**config.mk**
```make
export PLATFORM = sky130hd
export DESIGN_NAME = seven_segment_display_decoder__4
export DESIGN_NICKNAME = d
export VERILOG_FILES = /design/src/rtl/seven_segment_display_decoder__4.sv
export SDC_FILE = /design/constraint.sdc
export NUM_CORES = 1
export LEC_CHECK = 0
export ABC_CLOCK_PERIOD_IN_PS = 2640
export BUFFER_PORTS_ARGS = -buffer_cell sky130_fd_sc_hd__buf_2
export CAP_MARGIN = 20
export CORE_MARGIN = 1
export CORE_UTILIZATION = 50
export CTS_CLUSTER_DIAMETER = 30
export DETAILED_ROUTE_END_ITERATION = 7
export PLACE_DENSITY = 0.79
export SLEW_MARGIN = 20
export SYNTH_ARGS = -nofsm -noshare
export SYNTH_HDL_FRONTEND = slang
export SYNTH_SLANG_ARGS = --single-unit
```
**constraint.sdc**
```tcl
create_clock -name clock -period 2.64 [get_ports clock]
set_input_delay 0.132 -clock clock [delete_from_list [all_inputs] [get_ports clock]]
set_output_delay 0.132 -clock clock [all_outputs]
set_load 0.02 [all_outputs]
```
**src/rtl/seven_segment_display_decoder__4.sv**
```systemverilog
// Receive side of a 4-digit multiplexed 7-segment display: synchronizes the
// anode/cathode lines, settles each digit dwell and decodes frames to hex.
module seven_segment_display_decoder__4 #(
  parameter int unsigned SETTLE_CYCLES      = 64,
  parameter int unsigned TIMEOUT_CYCLES     = 1048576,
  parameter bit          ANODE_ACTIVE_HIGH  = 1'b1,
  parameter bit          CATHODE_ACTIVE_LOW = 1'b1
) (
  input  logic        clock,
  input  logic        reset_n,
  input  logic [3:0]  anode,
  input  logic [6:0]  cathode,
  output logic [15:0] data,
  output logic        data_valid,
  output logic        changed,
  output logic        decode_error,
  output logic        stale
);

  localparam int unsigned SW = $clog2(SETTLE_CYCLES) + 1;
  localparam int unsigned IW = $clog2(TIMEOUT_CYCLES) + 1;
  localparam logic [SW-1:0] SETTLE_HIT = SW'(SETTLE_CYCLES - 2);
  localparam logic [SW-1:0] STABLE_MAX = '1;
  localparam logic [IW-1:0] IDLE_HIT   = IW'(TIMEOUT_CYCLES - 1);
  localparam logic [IW-1:0] IDLE_MAX   = '1;

  logic [3:0]       anode_s1, anode_s2;
  logic [6:0]       cathode_s1, cathode_s2;
  logic [10:0]      prev_q;
  logic [SW-1:0]    stable_count_q;
  logic             accepted_q;
  logic [IW-1:0]    idle_count_q;
  logic [3:0][3:0]  nibbles_q, nibbles_d;
  logic [3:0]       seen_q, seen_d;

  logic [3:0] sel_c;
  logic [6:0] seg_c;
  logic       one_hot_c, stable_c, accept_c, frame_c, timeout_c;
  logic [1:0] digit_c;
  logic [3:0] nib_c;
  logic       valid_c;

  // Normalize to sel=1 selects, seg=1 lit
  assign sel_c     = anode_s2 ^ {4{~ANODE_ACTIVE_HIGH}};
  assign seg_c     = cathode_s2 ^ {7{CATHODE_ACTIVE_LOW}};
  assign one_hot_c = (sel_c != 4'd0) && ((sel_c & (sel_c - 4'd1)) == 4'd0);
  assign stable_c  = one_hot_c && ({sel_c, seg_c} == prev_q);
  assign accept_c  = stable_c && (stable_count_q == SETTLE_HIT) && !accepted_q;
  assign digit_c   = {sel_c[3] | sel_c[2], sel_c[3] | sel_c[1]};
  assign frame_c   = &seen_q;
  assign timeout_c = (idle_count_q == IDLE_HIT);

  // Segment pattern (gfedcba) to hex nibble
  always_comb begin
    nib_c   = 4'd0;
    valid_c = 1'b1;
    case (seg_c)
      7'h3F: nib_c = 4'h0;
      7'h06: nib_c = 4'h1;
      7'h5B: nib_c = 4'h2;
      7'h4F: nib_c = 4'h3;
      7'h66: nib_c = 4'h4;
      7'h6D: nib_c = 4'h5;
      7'h7D: nib_c = 4'h6;
      7'h07: nib_c = 4'h7;
      7'h7F: nib_c = 4'h8;
      7'h6F: nib_c = 4'h9;
      7'h77: nib_c = 4'hA;
      7'h7C: nib_c = 4'hB;
      7'h39: nib_c = 4'hC;
      7'h5E: nib_c = 4'hD;
      7'h79: nib_c = 4'hE;
      7'h71: nib_c = 4'hF;
      default: valid_c = 1'b0;
    endcase
  end

  // Frame/timeout clear first, so a coincident accept still lands its own bit
  always_comb begin
    nibbles_d = nibbles_q;
    seen_d    = (frame_c || timeout_c) ? 4'd0 : seen_q;
    if (accept_c) begin
      if (valid_c) nibbles_d[digit_c] = nib_c;
      seen_d[digit_c] = valid_c;
    end
  end

  always_ff @(posedge clock or negedge reset_n) begin
    if (!reset_n) begin
      anode_s1       <= 4'd0;
      anode_s2       <= 4'd0;
      cathode_s1     <= 7'd0;
      cathode_s2     <= 7'd0;
      prev_q         <= 11'd0;
      stable_count_q <= '0;
      accepted_q     <= 1'b0;
      idle_count_q   <= '0;
      nibbles_q      <= '0;
      seen_q         <= 4'd0;
      data           <= 16'd0;
      data_valid     <= 1'b0;
      changed        <= 1'b0;
      decode_error   <= 1'b0;
      stale          <= 1'b1;
    end else begin
      anode_s1   <= anode;
      anode_s2   <= anode_s1;
      cathode_s1 <= cathode;
      cathode_s2 <= cathode_s1;
      prev_q     <= {sel_c, seg_c};

      if (!stable_c)                        stable_count_q <= '0;
      else if (stable_count_q != STABLE_MAX) stable_count_q <= stable_count_q + SW'(1);
      accepted_q <= stable_c && (accepted_q || accept_c);

      if (accept_c)                      idle_count_q <= '0;
      else if (idle_count_q != IDLE_MAX) idle_count_q <= idle_count_q + IW'(1);

      nibbles_q    <= nibbles_d;
      seen_q       <= seen_d;
      decode_error <= accept_c && !valid_c;
      data_valid   <= frame_c;
      changed      <= frame_c && (nibbles_q != data);
      if (frame_c) data <= nibbles_q;

      if (frame_c)        stale <= 1'b0;
      else if (timeout_c) stale <= 1'b1;
    end
  end

endmodule

```
==> results list, run 1 <==
* Run status: completed
* Count of max-cap constraint violations: 0
* Overall die width: 100.4 microns
- Final Hold Vio Count: 0
- Counting flops with a built-in enable in the synthesized netlist gives 0.
* Later-pin clock latency in the skew report: 370 ps
- CTS tree: yes
- Of the total power, the share spent switching nets is 23.07%.
- Endpoint class of the critical path: flop
* Wire length of the first global-routing pass: 16180 microns
* Number of top-level pins: 33
- For this run, the number of Yosys warnings is 0.
- Inserted Diodes: 0
* Terminus of the critical flop-to-flop path: nibbles_q[11]$_DFFE_PN0P_
- In this run the static leakage power is 2.453 nW.
* Sequential area share after synthesis: 52.71%
- In the finished design, the share of the clock period the worst path needs comes to 93.30%.
* Highest-count cells in the layout ignoring fill and taps: 100 x dfrtp_1, 67 x nand2_1, 41 x nor2_1
- For this design the total switching power over the nets is 0.6333 mW.
- Buffers placed on the I/O ports in this run total 32.
* Initial core utilization: 51.94%
- # nets final: 509
- The congestion estimate from routability-driven global placement came to 0.8130.
- Seq. cell area: 2555 sq um
- Summed over all failing endpoints, the final setup total negative slack is 0 ps.
- Class of the worst hold path: input pin to asynchronous set/reset pin
- Max-slew violation total from the final report: 0
- Hold Slack: 340.7 ps
- Flops & latches, synth: 102
* Area grow syn2layout: 13.27%
- Arrival time of data at the critical path endpoint: 2720 ps
- The routed design could run at a clock period as short as 2463 ps.
* Placement-stage cell area: 5165 sq um
* Cell class contributing the biggest share of worst-path delay: simple AND/OR/NAND/NOR gates
- The signal on the critical path passes through or2_4 > or4_4 > o211a_4 > a2111oi_4 > mux2_2.
* Worst R2R Start: cathode_s2[5]$_DFF_PN0_
- Leaving out filler cells and counting taps, the final layout contains 627.
* Kind of start point of the critical path: flop
* Number of fill cells in the layout: 786
- DP Wirelength: 6408 microns
* Unique masters post-synth: 59
* Peak Freq: 406.0 MHz
* Slew of the pin with the lowest slew margin: 704.1 ps
* DRT iter0 DRCs: 236
- Maximum number of pins on one net before global-route repair: 55
- Overall Global Routing Usage: 20.64%
- The slowest stage of the critical path belongs to the cell dfrtp_1.
- Power share of the clock group: 35.8%
- At the worst endpoint, the required time is 2900 ps.
- The multi-input combinational cells in the finished layout cover a total of 2140 sq um.
- A synthesized cell averages 10.91 sq um.
* Number of vias in the routed layout: 3421
- Crit Path Category: flop to flop
- Summed instance area of the synthesized netlist: 4845 sq um
- The post-route netlist has 16.87% of its cells at a drive strength greater than 1.
- The die covers 10090 sq um.
* Count of endpoints failing setup in the final report: 0
* Synthesized net count: 460
* Setup repair after global routing missed its margin: no
- The worst pin sits at a relative slew slack of 52.66%.
- Worst Setup Slack, final: 176.8 ps
* Placement row count: 35
- Fin util: 58.83%
- The share of total power dissipated in combinational logic is 5.2%.
- Prior to clock tree synthesis, the placed netlist has a worst setup slack of 149.5 ps.
- From bottom edge to top edge, the die measures 100.4 microns.
- For this design the ratio of total power to cell area is 500.2 nW/um^2.
* Worst clock skew on the final layout: 13.82 ps
- Placed Cells: 599
* Number of buffers added by the clock tree synthesis step: 9
- The core region is 9328 sq um.
- Mean routed wirelength per cell: 14.56 microns
* Number of detailed-routing iterations run before antenna repair: 4
- CTS H-tree depth: 3
- After synthesis, the share of flip-flops with an asynchronous set or reset is 100.0%.
* Buffer cell driving the clock tree root: clkbuf_8
- Cell count after synthesis: 444
- The library cell used most frequently in the layout, excluding fill and tap cells, is dfrtp_1.
- The via count of the first global-routing pass came to 3403.
- Registers are responsible for 58.9% of the overall power.
- In this run the register-to-register setup slack is 180 ps.
- No sink is reached through more buffers than the 2 on the longest clock path.
- Antenna viol nets, final: 0
- Design internal power: 2.112 mW
* Number of buffer and inverter instances along the worst setup path: 0
- Crit path max fanout: 9
- Cell count of the worst reg-to-reg path: 5
* Via count normalized by instance count: 5.456
* Number of clock sinks seen by CTS: 102
* DRT Wirelength: 9130 microns
- Number of DRC violations after detailed routing: 0
* Primary flip-flop cell chosen by synthesis mapping: dfrtp_1
- Clock-pin slew was measured on the worst setup and hold paths at 90 ps.
- Global routing finished with a remaining overflow of 0.
- The number of antenna violations at the first check in global routing is 0.
- The completed layout was analyzed and its total power is 2.745 mW.
* Fin area: 5488 sq um
- Biggest cell delay along the critical path: 490 ps
- IR analysis of the VDD net gives a maximum drop of 0.3676 mV.
- The critical path starts at cathode_s2[5]$_DFF_PN0_.
metal layers:
layer	vias up	track usage (%)	share of wire [%]
met5	-	0	0
li1	1664	-	-
met2	56	33.14	50
met3	13	4.735	2.8
met1	1688	27.28	46
met4	0	8.027	1.7
timing repair:
item | in CTS | in global routing
setup endpoints to repair | 0 | 15
buffers inserted | 0 | 0
resized for setup | 0 | 1
hold buffers | 12 | 0
endpoints found under the hold margin | 64 | 0
cells by family after synthesis:
kind of cell | count (synthesis) | share of synthesized area (%)
simple gates | 187 | 19.11
flops | 102 | 52.71
compound gates | 53 | 10.72
xor+xnor | 47 | 8.497
buf+inv | 30 | 3.228
mux | 22 | 4.959
fa+ha+maj | 3 | 0.7749
power groups by stage:
stage / clock network, mW / logic (mW) / registers (mW)
after global routing: 1.09 / 0.163 / 1.62
after floorplan: 0 / 0.0925 / 1.63
final: 0.984 / 0.143 / 1.62
after CTS: 1.02 / 0.146 / 1.62
after global placement: 0 / 0.130 / 1.65
after detailed placement: 0 / 0.132 / 1.65
sequential cells by signal (all words and copies together) (netlist names), 4 cells and up:
signal          flops
anode_s1            4
anode_s2            4
cathode_s1          7
cathode_s2          7
data               16
idle_count_q       21
nibbles_q          16
prev_q             11
seen_q              4
stable_count_q      7
worst max-delay path by stage:
stage	endpoint	cells past startpoint
3_3_place_gp	nibbles_q[15]$_DFFE_PN0P_	5
5_1_grt	nibbles_q[5]$_DFFE_PN0P_	5
6_report	nibbles_q[11]$_DFFE_PN0P_	5
3_5_place_dp	nibbles_q[15]$_DFFE_PN0P_	5
2_1_floorplan	nibbles_q[11]$_DFFE_PN0P_	7
4_1_cts	nibbles_q[11]$_DFFE_PN0P_	5
area by class of cell:
type | instances | area share [%]
Clock buffer | 11 | 2.576
Clock inverter | 5 | 1.094
Inverter | 12 | 0.8208
Multi-Input combinational cell | 312 | 38.99
Sequential cell | 102 | 46.56
Tap cell | 129 | 2.941
Timing Repair Buffer | 56 | 7.022
Yosys cell counts, types with 4 or more instances:
library cell / instances / share of area (%)
dfrtp_1: 101 / 52
nand2_1: 67 / 5.2
nor2_1: 41 / 3.2
xnor2_1: 36 / 6.5
nand3_1: 12 / 1.2
nand4_1: 12 / 1.5
nor3_1: 12 / 1.2
inv_1: 11 / 0.85
xor2_1: 11 / 2.0
and3_1: 9 / 1.2
mux2_1: 8 / 1.9
mux2_2: 8 / 1.9
a211oi_1: 6 / 0.93
a31oi_1: 6 / 0.77
clkbuf_1: 6 / 0.46
mux2i_1: 6 / 1.2
a2111oi_4: 5 / 2.8
a21oi_1: 5 / 0.52
buf_2: 5 / 0.52
nand3b_1: 5 / 0.77
nor4_1: 5 / 0.65
a311oi_1: 4 / 0.72
buf_4: 4 / 0.62
nor3b_1: 4 / 0.62
No activity file was read; power rests on OpenSTA's default activity.
==> inputs of run 2 (changes only) <==
--- a/config.mk
+++ b/config.mk
@@ -9,10 +9,12 @@
 export BUFFER_PORTS_ARGS = -buffer_cell sky130_fd_sc_hd__buf_2
 export CAP_MARGIN = 20
 export CORE_MARGIN = 1
-export CORE_UTILIZATION = 50
+export CORE_UTILIZATION = 63
+export CTS_BUF_LIST = sky130_fd_sc_hd__clkbuf_4 sky130_fd_sc_hd__clkbuf_8
 export CTS_CLUSTER_DIAMETER = 30
 export DETAILED_ROUTE_END_ITERATION = 7
-export PLACE_DENSITY = 0.79
+export GPL_TIMING_DRIVEN = 0
+export PLACE_DENSITY = 0.94
 export SLEW_MARGIN = 20
 export SYNTH_ARGS = -nofsm -noshare
 export SYNTH_HDL_FRONTEND = slang
==> results list, run 2 (same netlist as run 1, synthesis figures left out) <==
- The run finished with clean final reports.
- CTS tree: yes
- Via count normalized by instance count: 6.071
- In the final timing run, aggregate negative setup slack is 0 ps.
- Highest ir drop seen on vdd: 0.3440 mV
- Setup repair after global routing missed its margin: no
- Number of DRC violations after detailed routing: 0
- In this run, placement finished with an instance count of 576.
- Once detailed placement completed, the half-perimeter wirelength came to 6569 microns.
- Count of endpoints failing setup in the final report: 0
- The final layout contains routed wiring with a total length of 9802 microns.
- During I/O placement, the number of pins put on the boundary was 33.
* Kind of start point of the critical path: flop
- CP required: 2950 ps
* Vias in the first global route: 3420
- Slew of the pin with the lowest slew margin: 1023 ps
- Summing all multi-input logic gate instances after layout gives 2157 sq um.
* DRT iter0 DRCs: 360
- Across all layers, the routed design uses 3673 vias.
- Wire length of the first global-routing pass: 15700 microns
- For the worst-skew pair, the clock arrives at the later sink with an insertion delay of 380 ps.
* Weighted congestion reported at the end of routability-driven placement: 0.8764
- The filler cells instantiated in the layout total 462.
* Maximum number of pins on one net before global-route repair: 61
* Number of clock sinks seen by CTS: 102
- The tool flagged a number of max-cap violations equal to 0.
* Number of buffers added by the clock tree synthesis step: 9
- The floorplan step set the die height to 89.69 microns.
- The worst pin sits at a relative slew slack of 30.91%.
- Maximum number of buffers from clock root to sink: 2
* Inserted Diodes: 0
* Leakage: 2.478 nW
- Number of detailed-routing iterations run before antenna repair: 7
- Final Hold Vio Count: 0
* Fin cells: 605
* Overall die width: 89.69 microns
- Placement-stage cell area: 5162 sq um
- In this run the tool buffered the top-level ports with 32 buffer cells.
* Arrival time of data at the critical path endpoint: 2840 ps
* Number of antenna violations at the first check in global routing: 0
* Largest registers: idle_count_q (21), data (16), nibbles_q (16)
- Highest-count cells in the layout ignoring fill and taps: 101 x dfrtp_1, 66 x nand2_1, 41 x nor2_1
- Antenna viol nets, final: 0
* Placement row count: 31
* Endpoint class of the critical path: flop
- Seq. cell area: 2554 sq um
- Worst clock skew on the final layout: 16.57 ps
- Area of the die: 8044 sq um
* Fin util: 75.01%
- The area growth from synthesis to layout is 13.51%.
* Post-CTS clock slew at the launch and capture registers of the worst setup and hold paths: 100 ps
* Overall Global Routing Usage: 26.07%
* Most common cell after layout, fill and taps aside: dfrtp_1
- The register with the most flip-flops in the layout has 21 of them.
- Peak Freq: 395.1 MHz
- Power per cell area: 490.4 nW/um^2
- # nets final: 518
- CTS H-tree depth: 3
* Total gr overflow: 0
* Fin area: 5499 sq um
- For this configuration, the core starts out at a cell density of 66.09%.
- After detailed routing, the average wire length per cell comes to 16.20 microns.
* Post-route clock period utilization: 95.88%
- The number of slew-limit violations in the final report is 0.
- Class of the worst hold path: input pin to asynchronous set/reset pin
- In the final layout, the share of cells above drive strength 1 is 17.79%.
* Register ranked first by flip-flop count: idle_count_q
- Crit path max fanout: 10
* Buffer cell driving the clock tree root: clkbuf_8
- Floorplan core area: 7331 sq um
- The worst setup path is of the flop to flop kind.
- The worst path needs 2531 ps of the cycle, external delays included.
## run 2: changes by cell type in the layout (fill, tap and decap cells not counted), moves of 2 or more
| cell | before | now |
|---|---|---|
| buf_2 | 31 | 36 |
| buf_6 | 0 | 4 |
| inv_6 | 0 | 2 |
| clkbuf_1 | 1 | 6 |
| buf_4 | 12 | 6 |
## run 2: path summary, 6_finish.rpt
kind                                               from                  endpoint  slack [ps]  cells past startpoint
worst max-delay path            cathode_s2[3]$_DFF_PN0_  nibbles_q[5]$_DFFE_PN0P_         110                      7
max in group asynchronous                       reset_n         stale$_DFFE_PN1P_        1750                      3
min in group clock              cathode_s1[3]$_DFF_PN0_   cathode_s2[3]$_DFF_PN0_         350                      0
worst min register to register  cathode_s1[3]$_DFF_PN0_   cathode_s2[3]$_DFF_PN0_         350                      0
worst min-delay path                            reset_n     anode_s1[0]$_DFF_PN0_         230                      2
worst max register to register  cathode_s2[3]$_DFF_PN0_  nibbles_q[5]$_DFFE_PN0P_         110                      7
## run 2: timing repair
item	4_1_cts	5_1_grt
hold buffers	12	0
gates resized for setup	1	4
pin swaps	0	2
buffers inserted	0	2
endpoints found under the setup margin	14	27
hold endpoints to repair	53	0
## run 2: critical path, cell delays in order (launching register included)
cell,delay [ps]
dfrtp_1,350
buf_6,120
buf_2,220
or3b_2,460
o21ai_0,90
a21oi_1,80
o41ai_1,830
mux2_2,320
## run 2: cell type report
cell class / count / share of cell area [%]
Sequential cell: 102 / 46.44
Timing Repair Buffer: 47 / 5.984
Clock inverter: 6 / 1.001
Buffer: 18 / 2.025
Tap cell: 99 / 2.253
Clock buffer: 9 / 2.253
Multi-Input combinational cell: 312 / 39.23
Inverter: 12 / 0.8191
## run 2: stage by stage
| step | hold WS [ps] | worst slack (ps) | total power, mW |
|---|---|---|---|
| finish | 232.0 | 108.9 | 2.696 |
| global route | 268.4 | 8.340 | 2.792 |
| CTS | 249.0 | 105.8 | 2.709 |
| detailed placement | 76.33 | -99.38 | 1.793 |
| global placement | 240.0 | 18.79 | 1.778 |
| floorplan | -163.6 | 316.0 | 1.722 |
## run 2: routing by layer
layer	vias to the layer above	routed length [microns]	GRT usage (%)	share of wire (%)
met1	1827	4046	32.79	41
met3	21	543	6.307	5.5
met4	0	156	8.225	1.6
met2	146	5055	44.63	52
li1	1679	-	-	-
met5	-	0	0	0
## run 2: report_power, final
group	total, mW	switching (mW)	internal (mW)
Clock	0.918	0.562	0.356
Combinational	0.175	0.107	0.0681
Sequential	1.60	0.0167	1.59
==> inputs of run 3 (changes only) <==
--- a/config.mk
+++ b/config.mk
@@ -6,15 +6,16 @@
 export NUM_CORES = 1
 export LEC_CHECK = 0
 export ABC_CLOCK_PERIOD_IN_PS = 2640
-export BUFFER_PORTS_ARGS = -buffer_cell sky130_fd_sc_hd__buf_2
+export BUFFER_PORTS_ARGS = -buffer_cell sky130_fd_sc_hd__buf_4
 export CAP_MARGIN = 20
 export CORE_MARGIN = 1
-export CORE_UTILIZATION = 63
+export CORE_UTILIZATION = 32
 export CTS_BUF_LIST = sky130_fd_sc_hd__clkbuf_4 sky130_fd_sc_hd__clkbuf_8
 export CTS_CLUSTER_DIAMETER = 30
 export DETAILED_ROUTE_END_ITERATION = 7
 export GPL_TIMING_DRIVEN = 0
-export PLACE_DENSITY = 0.94
+export HOLD_SLACK_MARGIN = 0.03
+export PLACE_DENSITY = 0.59
 export SLEW_MARGIN = 20
 export SYNTH_ARGS = -nofsm -noshare
 export SYNTH_HDL_FRONTEND = slang
==> results list, run 3 (same netlist as run 1, synthesis figures left out) <==
* Endpoint class of the critical path: flop
* DP Wirelength: 6709 microns
- Max-cap violations in this run came to 0.
* Highest ir drop seen on vdd: 0.2873 mV
* Via count normalized by instance count: 5.016
- Setup repair after global routing left no endpoint under its margin.
- Number of buffer and inverter instances along the worst setup path: 1
- For the final database, setup skew stands at 12.61 ps.
- The worst pin sits at a relative slew slack of 37.17%.
* Worst slack, placed: -118.2 ps
- Sequential cells burn 59.5% of the power.
- In this run the worst path has a maximum fanout of 9.
* Weighted congestion reported at the end of routability-driven placement: 0.8530
* Global-route met3 utilization: 3.081%
- The number of slew-limit violations in the final report was 0.
- The library cells used most frequently in the layout, excluding fill and tap cells, are 101 x dfrtp_1, 67 x nand2_1, 41 x nor2_1.
* Cell breakdown of the critical path: buf_6 > or2_4 > or4_4 > o211a_4 > a2111oi_4 > mux2_2
- Power per cell area: 477.0 nW/um^2
- In the final routed layout, each cell accounts on average for 14.19 microns.
- Once layout is complete, the utilization of the core stands at 38.54%.
- Terminus of the critical flop-to-flop path: nibbles_q[11]$_DFFE_PN0P_
* Number of clock sinks seen by CTS: 102
* Number of vias in the routed layout: 3456
- After clock tree synthesis, the clock-pin slew on the worst setup and hold paths is 90 ps.
- Cells with a size suffix above 1 make up 17.23% of the layout.
- Crit Path Category: flop to flop
* Slew of the pin with the lowest slew margin: 942.4 ps
* Switching share of power: 24.21%
* Logic pwr share: 6.3%
* Antenna viol nets, final: 0
- Worst Min Path Start: cathode_s1[1]$_DFF_PN0_
- Largest registers: idle_count_q (21), data (16), nibbles_q (16)
* Run status: complete, but fails checks
* Class of the worst hold path: flop to flop
* CTS tree: yes
* Wire length of the first global-routing pass: 16860 microns
* Area of the die: 15640 sq um
- 0 antenna diodes ended up in the layout.
* Area grow syn2layout: 16.50%
- Number of detailed-routing iterations run before antenna repair: 6
- Failing checks: DRC
- Design internal power: 2.041 mW
- Dividing the final minimum period by the clock period gives 94.00%.
* Later-pin clock latency in the skew report: 380 ps
* # nets final: 516
- Counting instances, the worst hold path has a depth of 0.
* Hold-critical path endpoint: cathode_s2[1]$_DFF_PN0_
- Number of DRC violations after detailed routing: 10
* DRT iter0 DRCs: 215
- CTS built an H-tree with a depth of 3.
- For this run, the top clock speed supported by timing is 403.0 MHz.
- After floorplanning, the core was sized to cover 14640 sq um.
- Number of antenna violations at the first check in global routing: 0
* Most common cell after layout, fill and taps aside: dfrtp_1
- Maximum number of buffers from clock root to sink: 2
* Overall die width: 125.0 microns
- Setup violations remaining at the end of the flow were counted as 0.
- Cell class contributing the biggest share of worst-path delay: simple AND/OR/NAND/NOR gates
* Buffer cell driving the clock tree root: clkbuf_8
* Net Switching: 0.6517 mW
* Arrival time of data at the critical path endpoint: 2750 ps
* Biggest cell delay along the critical path: 500 ps
* Total gr overflow: 0
* Placement row count: 44
* Final Hold Vio Count: 0
- Port Buffer Count: 32
* Register-to-register setup slack: 160 ps
* Global routing's busiest layer: met2
- The via count of the first global-routing pass came to 3473.
* Worst Setup Slack, final: 158.4 ps
- The largest individual stage delay along the critical path comes from the cell or4_4.
- Counting buffers and inverters, the worst setup path is 6 cells deep.
- STA classifies the critical path startpoint as a flop.
- The initial utilization of the core area, before any placement, comes to 33.08%.
- GR Util met2: 21.98%
- idle_count_q holds more flip-flops than any other register.
- Number of top-level pins: 33
* Power share of the clock group: 34.1%
- The routed design could run at a clock period as short as 2482 ps.
- From bottom edge to top edge, the die measures 125.0 microns.
- Maximum number of pins on one net before global-route repair: 103
* Number of buffers added by the clock tree synthesis step: 9
- Worst R2R Start: cathode_s2[5]$_DFF_PN0_
* DRT Wirelength: 9774 microns
- The register with the most flip-flops in the layout has 21 of them.
* Overall Global Routing Usage: 13.71%
* Cell count of the worst reg-to-reg path: 6
- CP required: 2910 ps
- Global-route met1 utilization: 17.48%
- For this design the static power due to leakage is 2.462 nW.
[run 3: cell types whose count changed in the layout (fill, tap and decap cells not counted), moves of 2 or more]
cell      delta
clkinv_4     -2
clkbuf_4     +4
buf_2       -31
buf_4       +30
inv_6        -2
[run 3: cell type report]
class | instances | area [sq um]
fillers | 1454 | 9000
flip-flops and latches | 102 | 2554
repair buffers | 45 | 371.6
clock inverters | 3 | 21.27
plain buffers | 18 | 111.4
inverters | 12 | 45.04
well taps | 184 | 230.2
multi-input cells | 312 | 2157
clock buffers | 13 | 153.9
[run 3: how the worst max path moves through the flow]
stage                                      endpoint                     startpoint
after floorplan           nibbles_q[11]$_DFFE_PN0P_  stable_count_q[0]$_DFFE_PN0P_
after global placement     nibbles_q[9]$_DFFE_PN0P_  stable_count_q[0]$_DFFE_PN0P_
after detailed placement   nibbles_q[9]$_DFFE_PN0P_  stable_count_q[0]$_DFFE_PN0P_
after CTS                 nibbles_q[13]$_DFFE_PN0P_        cathode_s2[6]$_DFF_PN0_
after global routing      nibbles_q[11]$_DFFE_PN0P_          anode_s2[1]$_DFF_PN0_
final                     nibbles_q[11]$_DFFE_PN0P_        cathode_s2[5]$_DFF_PN0_
[run 3: power by group through the flow]
stage	combinational (mW)	sequential, mW	clock (mW)
6_report	0.170	1.60	0.919
5_1_grt	0.192	1.61	1.02
4_1_cts	0.172	1.60	0.948
3_5_place_dp	0.157	1.63	0
3_3_place_gp	0.154	1.63	0
2_1_floorplan	0.0925	1.63	0
[run 3: worst register-to-register path: stages, from the launching register on]
cell and delay, ps:
dfrtp_1 390, buf_6 150, or2_4 260, or4_4 500
o211a_4 200, a2111oi_4 480, mux2_2 390
[run 3: stage by stage]
stage / total power, mW / hold slack (ps) / cell area (sq um) / instances / TNS, ps
2_1_floorplan: 1.722 / -163.6 / 4845 / 444 / 0
3_3_place_gp: 1.787 / 242.3 / 5315 / 660 / -95.31
4_1_cts: 2.723 / 355.4 / 5619 / 688 / 0
5_1_grt: 2.816 / 361.0 / 5644 / 689 / 0
3_5_place_dp: 1.791 / 242.6 / 5319 / 660 / -1198
6_report: 2.692 / 353.6 / 5644 / 689 / 0
[run 3: repair_timing]
item / in CTS / in global routing
hold endpoints to repair: 112 / 0
resized for setup: 1 / 3
hold buffers: 12 / 0
setup buffers: 0 / 1
endpoints found under the setup margin: 16 / 12
[run 3: metal layers]
layer,vias up,part of all wire [%],wire length [microns]
met2,54,47,4596
li1,1675,-,-
met4,0,2.0,196
met5,-,0,0
met1,1712,48,4651
met3,15,3.4,330
